===== config.mk =====
export PLATFORM = sky130hd
export DESIGN_NAME = cla_nibble_sequencer_flat
export DESIGN_NICKNAME = d
export VERILOG_FILES = /design/src/rtl/cla_nibble_sequencer_if.sv /design/src/rtl/cla_nibble_sequencer.sv /design/src/flat_wrapper.sv
export SDC_FILE = /design/constraint.sdc
export NUM_CORES = 1
export LEC_CHECK = 0
export BUFFER_PORTS_ARGS = -buffer_cell sky130_fd_sc_hd__buf_2
export CAP_MARGIN = 20
export CORE_ASPECT_RATIO = 0.9
export CORE_MARGIN = 1
export CORE_UTILIZATION = 56
export CTS_BUF_LIST = sky130_fd_sc_hd__clkbuf_2 sky130_fd_sc_hd__clkbuf_4 sky130_fd_sc_hd__clkbuf_8
export DETAILED_ROUTE_END_ITERATION = 10
export GPL_TIMING_DRIVEN = 0
export PLACE_DENSITY = 0.81
export REMOVE_ABC_BUFFERS = 1
export SLEW_MARGIN = 30
export SYNTH_ARGS = -nofsm -noshare
export SYNTH_HDL_FRONTEND = slang
export SYNTH_SLANG_ARGS = --single-unit

===== constraint.sdc =====
create_clock -name clk -period 3.4 [get_ports clk]
set_clock_uncertainty 0.05 [all_clocks]
set_input_delay 0.17 -clock clk [delete_from_list [all_inputs] [get_ports clk]]
set_output_delay 0.17 -clock clk [all_outputs]
set_load 0.05 [all_outputs]

===== src/rtl/cla_nibble_sequencer_if.sv =====
// ---------------------------------------------------------------------------
// cla_nibble_sequencer_if
//
// Purpose:
//   Bundles the request and response handshakes of the nibble-serial CLA
//   sequencer into one interface. The ALU control front end connects through
//   the master modport. The sequencer connects through the slave modport.
//
// Parameters:
//   NIBBLES  number of 4-bit slices per operation (WIDTH = 4*NIBBLES).
//            Must match the NIBBLES of the attached sequencer.
//
// Signals:
//   in_valid   master -> slave  request carries valid operands
//   in_ready   slave  -> master sequencer can accept a request
//   op         master -> slave  0 = add, 1 = subtract
//   a, b       master -> slave  WIDTH-bit operands
//   cin        master -> slave  carry-in for add (ignored for subtract)
//   out_valid  slave  -> master result and flags valid
//   out_ready  master -> slave  consumer accepts result
//   result     slave  -> master WIDTH-bit sum/difference
//   carry_out  slave  -> master final carry (subtract: 1 = no borrow)
//   overflow   slave  -> master two's-complement signed overflow
//   zero       slave  -> master result == 0
//   busy       slave  -> master operation in flight or result pending
// ---------------------------------------------------------------------------
interface cla_nibble_sequencer_if #(
    parameter int NIBBLES = 4
);
    localparam int WIDTH = 4 * NIBBLES;

    logic             in_valid;
    logic             in_ready;
    logic             op;
    logic [WIDTH-1:0] a;
    logic [WIDTH-1:0] b;
    logic             cin;
    logic             out_valid;
    logic             out_ready;
    logic [WIDTH-1:0] result;
    logic             carry_out;
    logic             overflow;
    logic             zero;
    logic             busy;

    // Front end side: issues requests and consumes results.
    modport master (
        output in_valid, op, a, b, cin, out_ready,
        input  in_ready, out_valid, result, carry_out, overflow, zero, busy
    );

    // Sequencer side: accepts requests and produces results.
    modport slave (
        input  in_valid, op, a, b, cin, out_ready,
        output in_ready, out_valid, result, carry_out, overflow, zero, busy
    );
endinterface


===== src/rtl/cla_nibble_sequencer.sv =====
// ---------------------------------------------------------------------------
// cla_nibble_sequencer
//
// Purpose:
//   Multi-precision add/subtract built around one shared 4-bit
//   carry-lookahead slice. A WIDTH = 4*NIBBLES operand pair is accepted over
//   a valid/ready handshake. It is then pushed through the slice one nibble
//   per cycle, LSB nibble first, with the carry chained through a register.
//   The result is returned with carry, overflow and zero flags over a second
//   valid/ready handshake. Latency from accept to out_valid is NIBBLES
//   cycles.
//
// Parameters:
//   NIBBLES  slices per operation, legal range 1..16 (default 4).
//
// Ports:
//   clk    rising-edge clock for all state
//   rst_n  synchronous active-low reset
//   bus    cla_nibble_sequencer_if slave modport (request/response handshakes,
//          operands, result, flags, busy)
//
// Contents:
//   carry_look_ahead_adder  4-bit CLA slice (pure combinational)
//   cla_nibble_sequencer    IDLE/RUN/DONE sequencer around one slice
// ---------------------------------------------------------------------------

// 4-bit carry-lookahead adder slice. Every internal carry is built from the
// generate/propagate terms and c_in, so no ripple path crosses the slice.
module carry_look_ahead_adder (
    input  logic [3:0] a,
    input  logic [3:0] b,
    input  logic       c_in,
    output logic [3:0] s,
    output logic       c_out
);
    logic [3:0] p;
    logic [3:0] g;
    logic [4:0] c;

    // Expand all carries from the generate/propagate terms of the slice.
    always_comb begin
        p    = a ^ b;
        g    = a & b;
        c[0] = c_in;
        c[1] = g[0] | (p[0] & c_in);
        c[2] = g[1] | (p[1] & g[0]) | (p[1] & p[0] & c_in);
        c[3] = g[2] | (p[2] & g[1]) | (p[2] & p[1] & g[0])
             | (p[2] & p[1] & p[0] & c_in);
        c[4] = g[3] | (p[3] & g[2]) | (p[3] & p[2] & g[1])
             | (p[3] & p[2] & p[1] & g[0])
             | (p[3] & p[2] & p[1] & p[0] & c_in);
        s     = p ^ c[3:0];
        c_out = c[4];
    end
endmodule

module cla_nibble_sequencer #(
    parameter int NIBBLES = 4
) (
    input logic                  clk,
    input logic                  rst_n,
    cla_nibble_sequencer_if.slave bus
);
    localparam int WIDTH = 4 * NIBBLES;
    // A single-nibble build still needs a 1-bit index register.
    localparam int IDX_W = (NIBBLES > 1) ? $clog2(NIBBLES) : 1;
    localparam logic [IDX_W-1:0] LAST_IDX = IDX_W'(NIBBLES - 1);

    typedef enum logic [1:0] {
        IDLE,
        RUN,
        DONE
    } state_t;

    state_t           state;
    logic [WIDTH-1:0] a_reg;
    logic [WIDTH-1:0] b_reg;
    logic             carry_reg;
    logic [IDX_W-1:0] idx;
    logic [WIDTH-1:0] result_reg;
    logic             carry_out_reg;
    logic             overflow_reg;
    logic             zero_reg;
    logic             out_valid_reg;

    logic [3:0]       slice_a;
    logic [3:0]       slice_b;
    logic [3:0]       slice_s;
    logic             slice_c;
    logic [WIDTH-1:0] result_next;

    // Select the nibble for the current step. b_reg already holds ~b for a
    // subtract, so the slice always adds. The carry register supplies the
    // chained carry (or the initial cin / subtract "+1").
    always_comb begin
        slice_a = a_reg[4*int'(idx) +: 4];
        slice_b = b_reg[4*int'(idx) +: 4];
    end

    carry_look_ahead_adder u_slice (
        .a     (slice_a),
        .b     (slice_b),
        .c_in  (carry_reg),
        .s     (slice_s),
        .c_out (slice_c)
    );

    // The result as it will look after this step. The zero flag is taken
    // from here so that it includes the final nibble being written.
    always_comb begin
        result_next = result_reg;
        result_next[4*int'(idx) +: 4] = slice_s;
    end

    // Sequencer FSM. One always_ff owns every register, including the
    // registered outputs, so the flags and result change only on clock edges.
    // Requests in RUN/DONE are ignored outright; there is no queue.
    always_ff @(posedge clk) begin
        if (!rst_n) begin
            state         <= IDLE;
            a_reg         <= '0;
            b_reg         <= '0;
            carry_reg     <= 1'b0;
            idx           <= '0;
            result_reg    <= '0;
            carry_out_reg <= 1'b0;
            overflow_reg  <= 1'b0;
            zero_reg      <= 1'b0;
            out_valid_reg <= 1'b0;
        end else begin
            case (state)
                IDLE: begin
                    if (bus.in_valid) begin
                        // Subtract is A + ~B + 1, so invert B here and seed
                        // the carry with 1.
                        a_reg      <= bus.a;
                        b_reg      <= bus.op ? ~bus.b : bus.b;
                        carry_reg  <= bus.op ? 1'b1 : bus.cin;
                        idx        <= '0;
                        result_reg <= '0;
                        state      <= RUN;
                    end
                end
                RUN: begin
                    result_reg <= result_next;
                    carry_reg  <= slice_c;
                    if (idx == LAST_IDX) begin
                        // Signed overflow: operands (post-inversion) agree in
                        // sign but the top result bit disagrees.
                        carry_out_reg <= slice_c;
                        overflow_reg  <= (a_reg[WIDTH-1] == b_reg[WIDTH-1])
                                       & (slice_s[3] != a_reg[WIDTH-1]);
                        zero_reg      <= (result_next == '0);
                        out_valid_reg <= 1'b1;
                        state         <= DONE;
                    end else begin
                        idx <= idx + IDX_W'(1);
                    end
                end
                DONE: begin
                    if (bus.out_ready) begin
                        out_valid_reg <= 1'b0;
                        state         <= IDLE;
                    end
                end
                default: begin
                    state <= IDLE;
                end
            endcase
        end
    end

    // in_ready and busy decode straight from the state register; every other
    // output comes from a dedicated register.
    assign bus.in_ready  = (state == IDLE);
    assign bus.busy      = (state != IDLE);
    assign bus.out_valid = out_valid_reg;
    assign bus.result    = result_reg;
    assign bus.carry_out = carry_out_reg;
    assign bus.overflow  = overflow_reg;
    assign bus.zero      = zero_reg;
endmodule


===== src/flat_wrapper.sv =====
// flat-port wrapper written by rule: the top's interface ports become plain ports
module cla_nibble_sequencer_flat 
#(
    parameter int NIBBLES = 4
)
  (clk, rst_n, bus_in_valid, bus_op, bus_a, bus_b, bus_cin, bus_out_ready, bus_in_ready, bus_out_valid, bus_result, bus_carry_out, bus_overflow, bus_zero, bus_busy);
  cla_nibble_sequencer_if #(.NIBBLES(NIBBLES)) bus_i ();
  input logic clk;
  input logic rst_n;
  input wire logic [$bits(bus_i.in_valid)-1:0] bus_in_valid;
  input wire logic [$bits(bus_i.op)-1:0] bus_op;
  input wire logic [$bits(bus_i.a)-1:0] bus_a;
  input wire logic [$bits(bus_i.b)-1:0] bus_b;
  input wire logic [$bits(bus_i.cin)-1:0] bus_cin;
  input wire logic [$bits(bus_i.out_ready)-1:0] bus_out_ready;
  output wire logic [$bits(bus_i.in_ready)-1:0] bus_in_ready;
  output wire logic [$bits(bus_i.out_valid)-1:0] bus_out_valid;
  output wire logic [$bits(bus_i.result)-1:0] bus_result;
  output wire logic [$bits(bus_i.carry_out)-1:0] bus_carry_out;
  output wire logic [$bits(bus_i.overflow)-1:0] bus_overflow;
  output wire logic [$bits(bus_i.zero)-1:0] bus_zero;
  output wire logic [$bits(bus_i.busy)-1:0] bus_busy;
  assign bus_i.in_valid = bus_in_valid;
  assign bus_i.op = bus_op;
  assign bus_i.a = bus_a;
  assign bus_i.b = bus_b;
  assign bus_i.cin = bus_cin;
  assign bus_i.out_ready = bus_out_ready;
  assign bus_in_ready = bus_i.in_ready;
  assign bus_out_valid = bus_i.out_valid;
  assign bus_result = bus_i.result;
  assign bus_carry_out = bus_i.carry_out;
  assign bus_overflow = bus_i.overflow;
  assign bus_zero = bus_i.zero;
  assign bus_busy = bus_i.busy;
  cla_nibble_sequencer #(.NIBBLES(NIBBLES)) u_core (.clk(clk), .rst_n(rst_n), .bus(bus_i));
endmodule

==> results_dict.tcl <==
set metrics [dict create \
    cts_sinks 57 \
    netlist-cell-type-count 45 \
    core_region_area_sq_mm 0.00486 \
    hold_start "bus_a[15]" \
    synth-simple-area-share_pct 17.7 \
    ant_nets 0 \
    tns_ns 0 \
    synthAdderAreaFrac_pct 5.51 \
    path_class "reg2reg" \
    clock.fmax_ghz 0.316 \
    p_per_area_mw_per_mm2 510 \
    antenna_found_initial 0 \
    placed_cell_area_sq_mm 0.00316 \
    io_pins 60 \
    cts_buffers 9 \
    synth_top_family_by_area "compound AO/OA/AOI/OAI gates" \
    syn_area_sq_mm 0.00286 \
    final_core_util_pct 69.5 \
    synth_xor_area_share_pct 5.21 \
    final_cell_area_sq_mm 0.00338 \
    drtIter0Drc 228 \
    synth-seq-cells 57 \
    cts_setup_buffers 0 \
    hpwl_mm 4.25 \
    htree_levels 3 \
    grt_pass1_wl_mm 10.5 \
    hold_buffers 0 \
    drive_gt1_share_pct 23.4 \
    dieArea_sq_mm 0.00540 \
    hold_viol_final 0 \
    worstReg2RegStart "u_core.idx[1]" \
    track_usage_pct 25.0 \
    hold_path_depth 3 \
    synth_compound_area_share_pct 20.2 \
    ys_seq_area_share_pct 39.9 \
    maxCapViolations 0 \
    cp.arrival_ns 3.38 \
    whs_endpoint "u_core.a_reg[15]" \
    n_antenna_cell 0 \
    die_y_um 69.8 \
    rsz0062_at_grt "false" \
    worst_slew_pin_slew_ns 0.904 \
    io_buffers 59 \
    drc_errors 0 \
    worstSkewPairLatency_ns 0.34 \
    place.gp.congestion 0.890 \
    initial_core_util_pct 58.8 \
    min_period_ns 3.16 \
    setup_violations 0 \
    wl_per_cell_um 13.9 \
    synthMuxAreaShare_pct 6.65 \
    grt_max_degree 55 \
    grt_remaining_overflow 0 \
    dp_cells 430 \
    ys_warn_count 0 \
    finalCritPeriodShare_pct 93.0 \
    path_clk_slew_ns 0.06 \
    power.leakage_nw 1.41 \
    critical_path_required_ns 3.62 \
    worstSetupStartpointType "flop" \
    hp-class "in2reg" \
    cts_buffer_depth 2 \
    reg2reg_to "u_core.bus.zero" \
    final_cell_mix "buf_2, dfxtp_1, nor2_1" \
    r2r_setup_slack_ns 0.24 \
    slew_headroom_pct 39.7 \
    root_buffer "clkbuf_8" \
    fin_nets 426 \
    area_growth_pct 18.2 \
    die_x_um 77.3 \
    cts_tree "done" \
    outcome "finished clean" \
    first_global_vias 2314 \
    num_vias 2503 \
    vias_per_cell 5.62 \
    slew_viol_final 0 \
    cp-end-kind "flop" \
    ir_drop_mv 0.299 \
    fp-row-count 24 \
    reg2reg_depth 7 \
    final_cells 445 \
    crit_fanout 13 \
    avgSynthCellArea_sq_um 8.77 \
    final_common_cell "buf_2" \
    dr.pass1.iters 4 \
    syn_inst 326 \
    routed_wl_mm 6.20 \
]
where the power goes:
| part | internal, mW | switching (mW) |
|---|---|---|
| sequential | 0.707 | 0.0318 |
| clock | 0.413 | 0.256 |
| combinational | 0.128 | 0.188 |
worst max-delay path: stages, from the launching register on:
cell and delay (ns):
dfxtp_1 0.74, mux4_2 0.65, fa_1 0.55, nor4bb_1 0.18, mux2i_1 0.21, o2111ai_1 0.17, a2111oi_2 0.37, o2bb2ai_1 0.16
cells in the mapped netlist:
cell | count | area share, %
dfxtp_1 | 57 | 40
nor2_1 | 46 | 6.0
nand2_1 | 39 | 5.1
a21oi_1 | 32 | 5.6
a211oi_1 | 17 | 4.5
xnor2_1 | 16 | 4.9
ha_1 | 11 | 4.8
clkbuf_1 | 10 | 1.3
a22oi_1 | 9 | 2.4
inv_1 | 9 | 1.2
buf_2 | 8 | 1.4
mux4_2 | 8 | 6.3
nor3_1 | 8 | 1.4
o21ai_0 | 7 | 1.2
a221oi_1 | 5 | 1.5
a31oi_1 | 4 | 0.88
and2_1 | 4 | 0.88
buf_4 | 3 | 0.79
nand2b_1 | 2 | 0.44
nand3_1 | 2 | 0.35
nand3b_1 | 2 | 0.53
nor2b_1 | 2 | 0.44
nor3b_1 | 2 | 0.53
o2111ai_1 | 2 | 0.61
a2111oi_2 | 1 | 0.53
a211o_1 | 1 | 0.31
a21o_1 | 1 | 0.26
a32oi_1 | 1 | 0.31
and2b_1 | 1 | 0.26
and3_1 | 1 | 0.22
and4bb_1 | 1 | 0.44
fa_1 | 1 | 0.70
inv_2 | 1 | 0.13
mux2i_1 | 1 | 0.35
nand4_1 | 1 | 0.22
nor4_1 | 1 | 0.22
nor4b_1 | 1 | 0.31
nor4bb_1 | 1 | 0.35
o21ba_2 | 1 | 0.35
o221ai_1 | 1 | 0.31
o22ai_1 | 1 | 0.22
o2bb2ai_1 | 1 | 0.31
o311a_1 | 1 | 0.35
o311ai_2 | 1 | 0.57
xor2_1 | 1 | 0.31
through the flow:
stage | total power, mW | hold slack (ns) | setup slack (ns)
after floorplan | 0.972 | 0.251 | 0.462
after global placement | 1.05 | 0.363 | 0.0876
after detailed placement | 1.07 | 0.367 | 0.0691
after CTS | 1.73 | 0.00534 | 0.0394
after global routing | 1.81 | 0.00586 | 0.0329
final | 1.72 | 0.0132 | 0.239
area by class of cell:
type / instances / area, sq um
clock inverters: 2 / 35.0
well taps: 65 / 81.3
fillers: 442 / 1490
flip-flops and latches: 57 / 1140
clock buffers: 13 / 179
inverters: 10 / 37.5
multi-input cells: 238 / 1580
repair buffers: 60 / 323
worst max-delay path by stage:
stage	end	startpoint	cells after the start
floorplan	u_core.bus.zero	u_core.idx[0]	7
global placement	u_core.bus.zero	u_core.idx[0]	7
detailed placement	u_core.bus.zero	u_core.idx[0]	7
CTS	u_core.bus.zero	u_core.idx[0]	7
global route	u_core.bus.result[7]	u_core.idx[1]	7
finish	u_core.bus.zero	u_core.idx[1]	7
per-layer routing:
layer / vias to the layer above / routed length, um / GRT usage, %
met5: - / 0 / 0
met4: 0 / 67 / 9.01
met3: 9 / 363 / 8.55
met2: 79 / 2910 / 40.0
met1: 1150 / 2860 / 31.3
li1: 1265 / - / -
cell families (layout without fill, tap and decap cells):
group / after synthesis / count (layout)
xor gates and xnor gates: 17 / 17
DFF: 57 / 57
and+or+nand+nor: 114 / 114
muxes: 9 / 9
buffers and inverters: 31 / 85
AOI/OAI and AO/OA: 86 / 86
adders and majority gates: 12 / 12
what timing repair did:
item,CTS,global route
resized for setup,0,1
endpoints found under the hold margin,0,0
endpoints found under the setup margin,0,10
(Power assumes the default switching activity.)
